[src/rtl/dmem_arb_pkg.sv]
// -----------------------------------------------------------------------------
// dmem_arb_pkg
//   Shared types and constants for the data-memory arbiter.
//   - state_t         : sequencer states (IDLE waits for a request and grants it,
//                       ACCESS drives the memory strobes for one cycle)
//   - owner_t         : which requester owns the access in flight
//   - WORD_ALIGN_MASK : low address bits that must be zero for a word access
// -----------------------------------------------------------------------------
package dmem_arb_pkg;

  typedef enum logic {
    IDLE   = 1'b0,
    ACCESS = 1'b1
  } state_t;

  typedef enum logic {
    OWNER_M0 = 1'b0,
    OWNER_M1 = 1'b1
  } owner_t;

  localparam logic [1:0] WORD_ALIGN_MASK = 2'b11;

  // One-hot grant vector to owner encoding (bit 1 set means requester 1).
  function automatic owner_t onehot_to_owner(input logic [1:0] onehot);
    return onehot[1] ? OWNER_M1 : OWNER_M0;
  endfunction

endpackage

[src/rtl/dmem_arbiter_rr_arb2.sv]
// -----------------------------------------------------------------------------
// rr_arb2
//   Two-input round-robin picker, purely combinational.
//   Ports:
//     req[1:0]  in   request lines, bit 0 = m0, bit 1 = m1
//     last_gnt  in   owner granted most recently
//     gnt[1:0]  out  one-hot pick (all zero when nothing is requesting)
//   A lone request always wins; on a tie the requester that was not granted
//   last time wins, which bounds the wait of either side to one access.
// -----------------------------------------------------------------------------
module rr_arb2
  import dmem_arb_pkg::*;
(
  input  logic [1:0] req,
  input  owner_t     last_gnt,
  output logic [1:0] gnt
);

  always_comb begin
    gnt = 2'b00;
    unique case (req)
      2'b01:   gnt = 2'b01;
      2'b10:   gnt = 2'b10;
      2'b11:   gnt = (last_gnt == OWNER_M1) ? 2'b01 : 2'b10;
      default: gnt = 2'b00;
    endcase
  end

endmodule

[src/rtl/dmem_arbiter.sv]
// -----------------------------------------------------------------------------
// dmem_arbiter
//   Round-robin arbiter and sequencer in front of a data memory with a
//   combinational read port and a posedge write port. Port m0 is the core
//   load/store unit, port m1 the DMA/debug loader. Accesses are serialised,
//   checked for word alignment and range, and answered with a registered
//   response one cycle after the memory strobe.
//
//   Ports:
//     clk, rst_n                 clock, asynchronous active-low reset
//     m0_req/we/addr/wdata       requester 0 command (held until m0_gnt)
//     m0_gnt                     command accepted this cycle (IDLE only)
//     m0_done                    one-cycle completion pulse for requester 0
//     m1_*                       same set for requester 1
//     rsp_rdata, rsp_err         response of the access that just completed
//     memread, memwrite          strobes to data memory (never both high)
//     address, write_data        registered address/data to data memory
//     read_data                  combinational read data from data memory
//
//   Timing: grant in cycle N, strobe in N+1, done in N+2. The done cycle is
//   an IDLE cycle, so the next grant can overlap it (one access per 2 cycles).
// -----------------------------------------------------------------------------
module dmem_arbiter
  import dmem_arb_pkg::*;
#(
  parameter int DATA_W    = 32,
  parameter int ADDR_W    = 32,
  parameter int MEM_BYTES = 1024
) (
  input  logic              clk,
  input  logic              rst_n,

  input  logic              m0_req,
  input  logic              m0_we,
  input  logic [ADDR_W-1:0] m0_addr,
  input  logic [DATA_W-1:0] m0_wdata,
  output logic              m0_gnt,
  output logic              m0_done,

  input  logic              m1_req,
  input  logic              m1_we,
  input  logic [ADDR_W-1:0] m1_addr,
  input  logic [DATA_W-1:0] m1_wdata,
  output logic              m1_gnt,
  output logic              m1_done,

  output logic [DATA_W-1:0] rsp_rdata,
  output logic              rsp_err,

  output logic              memread,
  output logic              memwrite,
  output logic [ADDR_W-1:0] address,
  output logic [DATA_W-1:0] write_data,
  input  logic [DATA_W-1:0] read_data
);

  localparam logic [ADDR_W-1:0] MEM_LIMIT = ADDR_W'(MEM_BYTES);

  state_t              state;
  owner_t              last_gnt;
  owner_t              owner_q;
  logic                we_q;
  logic                err_q;
  logic [ADDR_W-1:0]   addr_q;
  logic [DATA_W-1:0]   wdata_q;
  logic                memread_q;
  logic                memwrite_q;
  logic [1:0]          done_q;
  logic [DATA_W-1:0]   rsp_rdata_q;
  logic                rsp_err_q;

  logic [1:0]          pick;
  logic [1:0]          gnt_vec;
  owner_t              win;
  logic                sel_we;
  logic [ADDR_W-1:0]   sel_addr;
  logic [DATA_W-1:0]   sel_wdata;
  logic                sel_err;

  rr_arb2 u_rr_arb2 (
    .req      ({m1_req, m0_req}),
    .last_gnt (last_gnt),
    .gnt      (pick)
  );

  // Grants exist only in IDLE. rst_n is folded in so a request held across
  // reset can never see a grant while the block is still held in reset.
  assign gnt_vec = (rst_n && (state == IDLE)) ? pick : 2'b00;
  assign m0_gnt  = gnt_vec[0];
  assign m1_gnt  = gnt_vec[1];

  // Command of the winning requester, and its error check.
  always_comb begin
    win       = onehot_to_owner(gnt_vec);
    sel_we    = (win == OWNER_M1) ? m1_we    : m0_we;
    sel_addr  = (win == OWNER_M1) ? m1_addr  : m0_addr;
    sel_wdata = (win == OWNER_M1) ? m1_wdata : m0_wdata;
    sel_err   = ((sel_addr[1:0] & WORD_ALIGN_MASK) != 2'b00) ||
                (sel_addr >= MEM_LIMIT);
  end

  // Sequencer. Strobes are registered at the grant edge so they are high for
  // exactly the ACCESS cycle; an errored access gets no strobe at all, which
  // also keeps out-of-range addresses from aliasing onto real locations.
  // The asynchronous reset clears the strobes immediately, so a write caught
  // mid-ACCESS never reaches its commit edge and no done is issued for it.
  always_ff @(posedge clk or negedge rst_n) begin
    if (!rst_n) begin
      state       <= IDLE;
      last_gnt    <= OWNER_M1;
      owner_q     <= OWNER_M0;
      we_q        <= 1'b0;
      err_q       <= 1'b0;
      addr_q      <= '0;
      wdata_q     <= '0;
      memread_q   <= 1'b0;
      memwrite_q  <= 1'b0;
      done_q      <= 2'b00;
      rsp_rdata_q <= '0;
      rsp_err_q   <= 1'b0;
    end else begin
      done_q <= 2'b00;
      unique case (state)
        IDLE: begin
          if (gnt_vec != 2'b00) begin
            state      <= ACCESS;
            owner_q    <= win;
            last_gnt   <= win;
            we_q       <= sel_we;
            addr_q     <= sel_addr;
            wdata_q    <= sel_wdata;
            err_q      <= sel_err;
            memread_q  <= !sel_we && !sel_err;
            memwrite_q <= sel_we && !sel_err;
          end
        end
        ACCESS: begin
          state      <= IDLE;
          memread_q  <= 1'b0;
          memwrite_q <= 1'b0;
          done_q     <= (owner_q == OWNER_M1) ? 2'b10 : 2'b01;
          rsp_err_q  <= err_q;
          // Read data is captured on the same edge that commits a write.
          rsp_rdata_q <= (!we_q && !err_q) ? read_data : '0;
        end
        default: begin
          state      <= IDLE;
          memread_q  <= 1'b0;
          memwrite_q <= 1'b0;
        end
      endcase
    end
  end

  assign memread    = memread_q;
  assign memwrite   = memwrite_q;
  assign address    = addr_q;
  assign write_data = wdata_q;
  assign m0_done    = done_q[0];
  assign m1_done    = done_q[1];
  assign rsp_rdata  = rsp_rdata_q;
  assign rsp_err    = rsp_err_q;

endmodule

[config.mk]
export PLATFORM = sky130hd
export DESIGN_NAME = dmem_arbiter
export DESIGN_NICKNAME = d
export VERILOG_FILES = /design/src/rtl/dmem_arb_pkg.sv /design/src/rtl/dmem_arbiter_rr_arb2.sv /design/src/rtl/dmem_arbiter.sv
export SDC_FILE = /design/constraint.sdc
export NUM_CORES = 1
export LEC_CHECK = 0
export CAP_MARGIN = 20
export CORE_MARGIN = 2
export CORE_UTILIZATION = 30
export CTS_CLUSTER_DIAMETER = 50
export DETAILED_ROUTE_END_ITERATION = 12
export PLACE_DENSITY = 0.68
export SLEW_MARGIN = 20
export SYNTH_ARGS = -nofsm -noshare
export SYNTH_HDL_FRONTEND = slang
export SYNTH_SLANG_ARGS = --single-unit
[constraint.sdc]
create_clock -name clk -period 1.45 [get_ports clk]
set_clock_uncertainty 0.05 [all_clocks]
set_input_delay 0.145 -clock clk [delete_from_list [all_inputs] [get_ports clk]]
set_output_delay 0.145 -clock clk [all_outputs]
set_load 0.01 [all_outputs]
==> results of run 1 <==
## worst max path at each step
stage,from,to,slack (ns),depth (start not counted)
floorplan,last_gnt,address[2],-0.01,5
global placement,m1_addr[28],memread,-0.55,7
detailed placement,m1_addr[28],memread,-0.60,7
CTS,last_gnt,memread,-0.21,8
global route,last_gnt,memwrite,-0.26,8
finish,last_gnt,memwrite,-0.20,8
## state kept, by name, summed over array words and instances (netlist names), 2 cells and up
register	cells
address	32
rsp_rdata	32
write_data	32
done_q	2
## power by group through the flow
stage / Clock (W) / Sequential (W) / Combinational, W
2_1_floorplan: 0 / 0.00439 / 0.00103
3_3_place_gp: 0 / 0.00409 / 0.00370
3_5_place_dp: 0 / 0.00411 / 0.00376
4_1_cts: 0.00257 / 0.00406 / 0.00355
5_1_grt: 0.00272 / 0.00417 / 0.00399
6_report: 0.00249 / 0.00407 / 0.00369
## final cells by class
type,instances,area share [%]
inverters,35,1.53
clock inverters,7,0.887
flip-flops and latches,106,30.4
well taps,188,2.69
repair buffers,327,39.6
clock buffers,9,2.58
multi-input cells,338,22.3
## cells in the final DEF, fill, tap and decap left out, types with 2 or more instances in the layout
master,netlist,final
a21oi_2,0,3
nor4_4,1,2
dfrtp_1,105,104
clkdlybuf4s50_1,0,167
clkbuf_16,0,14
a21oi_1,25,21
mux2i_4,0,3
buf_6,0,10
buf_8,0,3
inv_2,2,2
nor4_2,0,2
nand2_4,0,4
nor2_1,67,57
inv_1,33,32
buf_4,1,27
nand2_1,120,112
mux2i_1,25,22
buf_16,0,4
a31oi_1,40,40
dlymetal6s2s_1,0,24
nor4_1,10,7
dlygate4sd2_1,0,74
nor2_2,0,9
nand3_4,1,2
buf_12,0,12
nand2_2,0,4
o21ai_1,32,32
clkinvlp_4,0,3
## per-stage QoR
step	cells	util (%)	cell area, µm²	setup WS [ns]
after floorplan	511	-	4670	-0.0141
after global placement	977	51.6	7840	-0.548
after detailed placement	977	51.6	7840	-0.601
after CTS	1005	55.2	8390	-0.207
after global routing	1010	57.5	8740	-0.259
final	1010	57.5	8740	-0.196
## Yosys cell counts, drive strengths merged (4+ instances only)
cell type    n  share of area [%]
a21oi       25                2.7
a31oi       40                5.4
buf         21                2.3
clkbuf      11               0.88
dfrtp      105                 56
inv         35                2.8
mux2i       25                5.4
nand2      120                9.6
nand3        4               0.80
nor2        67                5.4
nor4        11                1.8
o21ai       32                3.4
## metal layers
layer | part of all wire, % | up-vias | track usage [%]
met4 | 2.7 | 0 | 8.12
li1 | - | 2309 | -
met1 | 40 | 2258 | 23.4
met5 | 0 | - | 0
met3 | 7.9 | 29 | 5.61
met2 | 49 | 200 | 32.7
## cell families after synthesis
family          synth area share (%)
buf+inv                         5.97
compound gates                  12.5
simple gates                    19.1
flops                           56.8
mux                             5.60
## what timing repair did
item | 4_1_cts | 5_1_grt
cloned | 5 | 5
endpoints found under the hold margin | 37 | 0
endpoints found under the setup margin | 176 | 166
hold buffers | 1 | 0
resized for setup | 116 | 72
pin swaps | 18 | 31
buffers inserted | 6 | 2
## tightest hold or removal path, cell delays in order
cell and delay, ns:
dlymetal6s2s_1 0.17, nor2_2 0.11, a21oi_1 0.04
==> out/qor.log, run 1 <==
INFO  floorplan      io_pins=269
INFO  final_layout   fillerInstances=1,320
INFO  drt            drt-vias-per-instance=4.75
INFO  setup_path     path_cells=buf_6 > nand2_4 > nand3_4 > buf_12 > buf_6 > mux2i_4 > buf_4 > o2bb2ai_1
INFO  timing         hold_viol=0
INFO  pwr            seq_power_share=39.7%
INFO  yosys          ys_seq_elements=106
INFO  global_routing grt_antenna_before_repair=0
INFO  setup_path     cp_slowest_stage_delay=0.54ns
INFO  timing         fin_setup_tns=-7.38ns
INFO  setup_path     crit-reg2reg-capture=memwrite
INFO  min_path       hold_end=address[23]
INFO  yosys          netlist_area=0.00467mm²
INFO  final_layout   multiInputGateArea=0.00195mm²
INFO  yosys          ys_dominant_reg_cell=dfrtp_1
INFO  final_layout   fin_nets=983
INFO  outcome        outcome=finished with violations
INFO  timing         final_period_minus_worst_setup_slack=1.65ns
INFO  setup_path     critPathKind=flip-flop to flip-flop
INFO  final_layout   area_taken_by_flip_flops_and_latches=0.00266mm²
INFO  floorplan      die_w=129µm
INFO  drt            wl=16.6mm
INFO  pwr            p_clk_share=24.3%
INFO  drt            wire_per_inst=16.5µm
INFO  drt            remaining_drc_errors=0
INFO  pwr            peakVddDrop=0.797mV
INFO  cts            cts_max_path_buffers=2
INFO  place          hpwl_after_detailed_placement=11.7mm
INFO  yosys          synth.yosys.seq_area_share=56.8%
INFO  cts            clock_sinks=106
INFO  place          routabilityCongestion=0.898
INFO  setup_path     timing.reg2reg.setup_slack=-0.20ns
INFO  global_routing grt_usage=19.5%
INFO  timing         worst_pin_slew=0.612ns
INFO  timing         maxSlewHeadroom=59.2%
INFO  cts            cts_root_buffer=clkbuf_16
INFO  setup_path     critical_path.reg2reg.startpoint=last_gnt
INFO  yosys          synth_warnings=0
INFO  floorplan      chip_height=129µm
INFO  timing         fin_crit_sh=114%
INFO  pwr            cellInternalPower=0.00700W
INFO  job            maxCapViolCount=0
INFO  pwr            switching_share=31.8%
INFO  drt            dr_total_vias=4,796
INFO  yosys          synthesis.area_per_instance=9.14µm²
INFO  yosys          syn-num-nets=677
INFO  global_routing grt_pass1_wl=25.2mm
INFO  min_path       holdCritStartpoint=m1_addr[23]
INFO  min_path       hold_path_depth=3
INFO  cts            cts_buffers=9
INFO  setup_path     crit_buf_inv=4
INFO  cts            tritoncts_clock_tree=built
INFO  timing         whs=0.110ns
INFO  setup_path     crit_path_top_delay_cell=dfstp_2
INFO  yosys          synth-edff-count=0
INFO  setup_path     timing.critical_path.max_delay_family=flip-flops
INFO  min_path       hp-class=input pin to flip-flop
INFO  yosys          yosysUniqueCellTypes=32
INFO  setup_path     signal_arrival_time_at_the_worst_endpoint=1.83ns
INFO  global_routing grt_pass1_vias=4,887
INFO  floorplan      core-area=0.0152mm²
INFO  floorplan      design.die.area=0.0166mm²
INFO  drt            detail_route.iter0.violations=232
INFO  timing         setup_viol_count_final=71
INFO  place          port-buffer-count=268
INFO  setup_path     critPathMostFrequentCell=buf_6
INFO  global_routing overflow_left_after_global_routing=0
INFO  timing         drv_slew=0
INFO  pwr            power.leakage=4.31nW
INFO  setup_path     crit_fanout=7
INFO  drt            drtPass1Iterations=4
INFO  outcome        failed_checks=negative setup slack
INFO  timing         timing.fmax=0.607GHz
INFO  pwr            power=0.0103W
INFO  global_routing maximum_number_of_pins_on_one_net_before_global_route_repair=69
INFO  drt            antenna_violating_nets_post_route=0
INFO  floorplan      core.rowCount=45
INFO  timing         setup_slack=-0.196ns
INFO  setup_path     worst-endpoint-required=1.63ns
INFO  cts            cts_htree_levels=3
INFO  setup_path     reg2reg_depth=8
INFO  pwr            power.density_cell_area=1170mW/mm²
INFO  final_layout   antenna_cells_inserted=0
INFO  yosys          syn_inst=511
INFO  floorplan      initial_core_util=30.7%
INFO  pwr            pwr-share-comb=36.0%
INFO  cts            path_clk_slew=0.08ns
INFO  yosys          async_flop_share=100%
INFO  timing         rsz0062_at_grt=true
INFO  pwr            switching_power=0.00326W
INFO  setup_path     timing.critical_path.from_type=flip-flop
INFO  setup_path     setup.worst_path.end_class=flip-flop
INFO  cts            clock_latency=0.34ns
INFO  final_layout   drive_above_1_share=15.0%
INFO  final_layout   area_growth=87.2%
No activity file was read; power rests on OpenSTA's default activity.
==> run 2, diff against run 1 <==
- SLEW_MARGIN: 20 -> not set
==> results of run 2 <==
No change in the layout: final DEF, timing and power equal those of run 1.
==> run 3, diff against run 2 <==
- CAP_MARGIN: 20 -> 25
- CTS_CLUSTER_DIAMETER: 50 -> not set
==> results of run 3 <==
No change in the layout: final DEF, timing and power equal those of run 1.
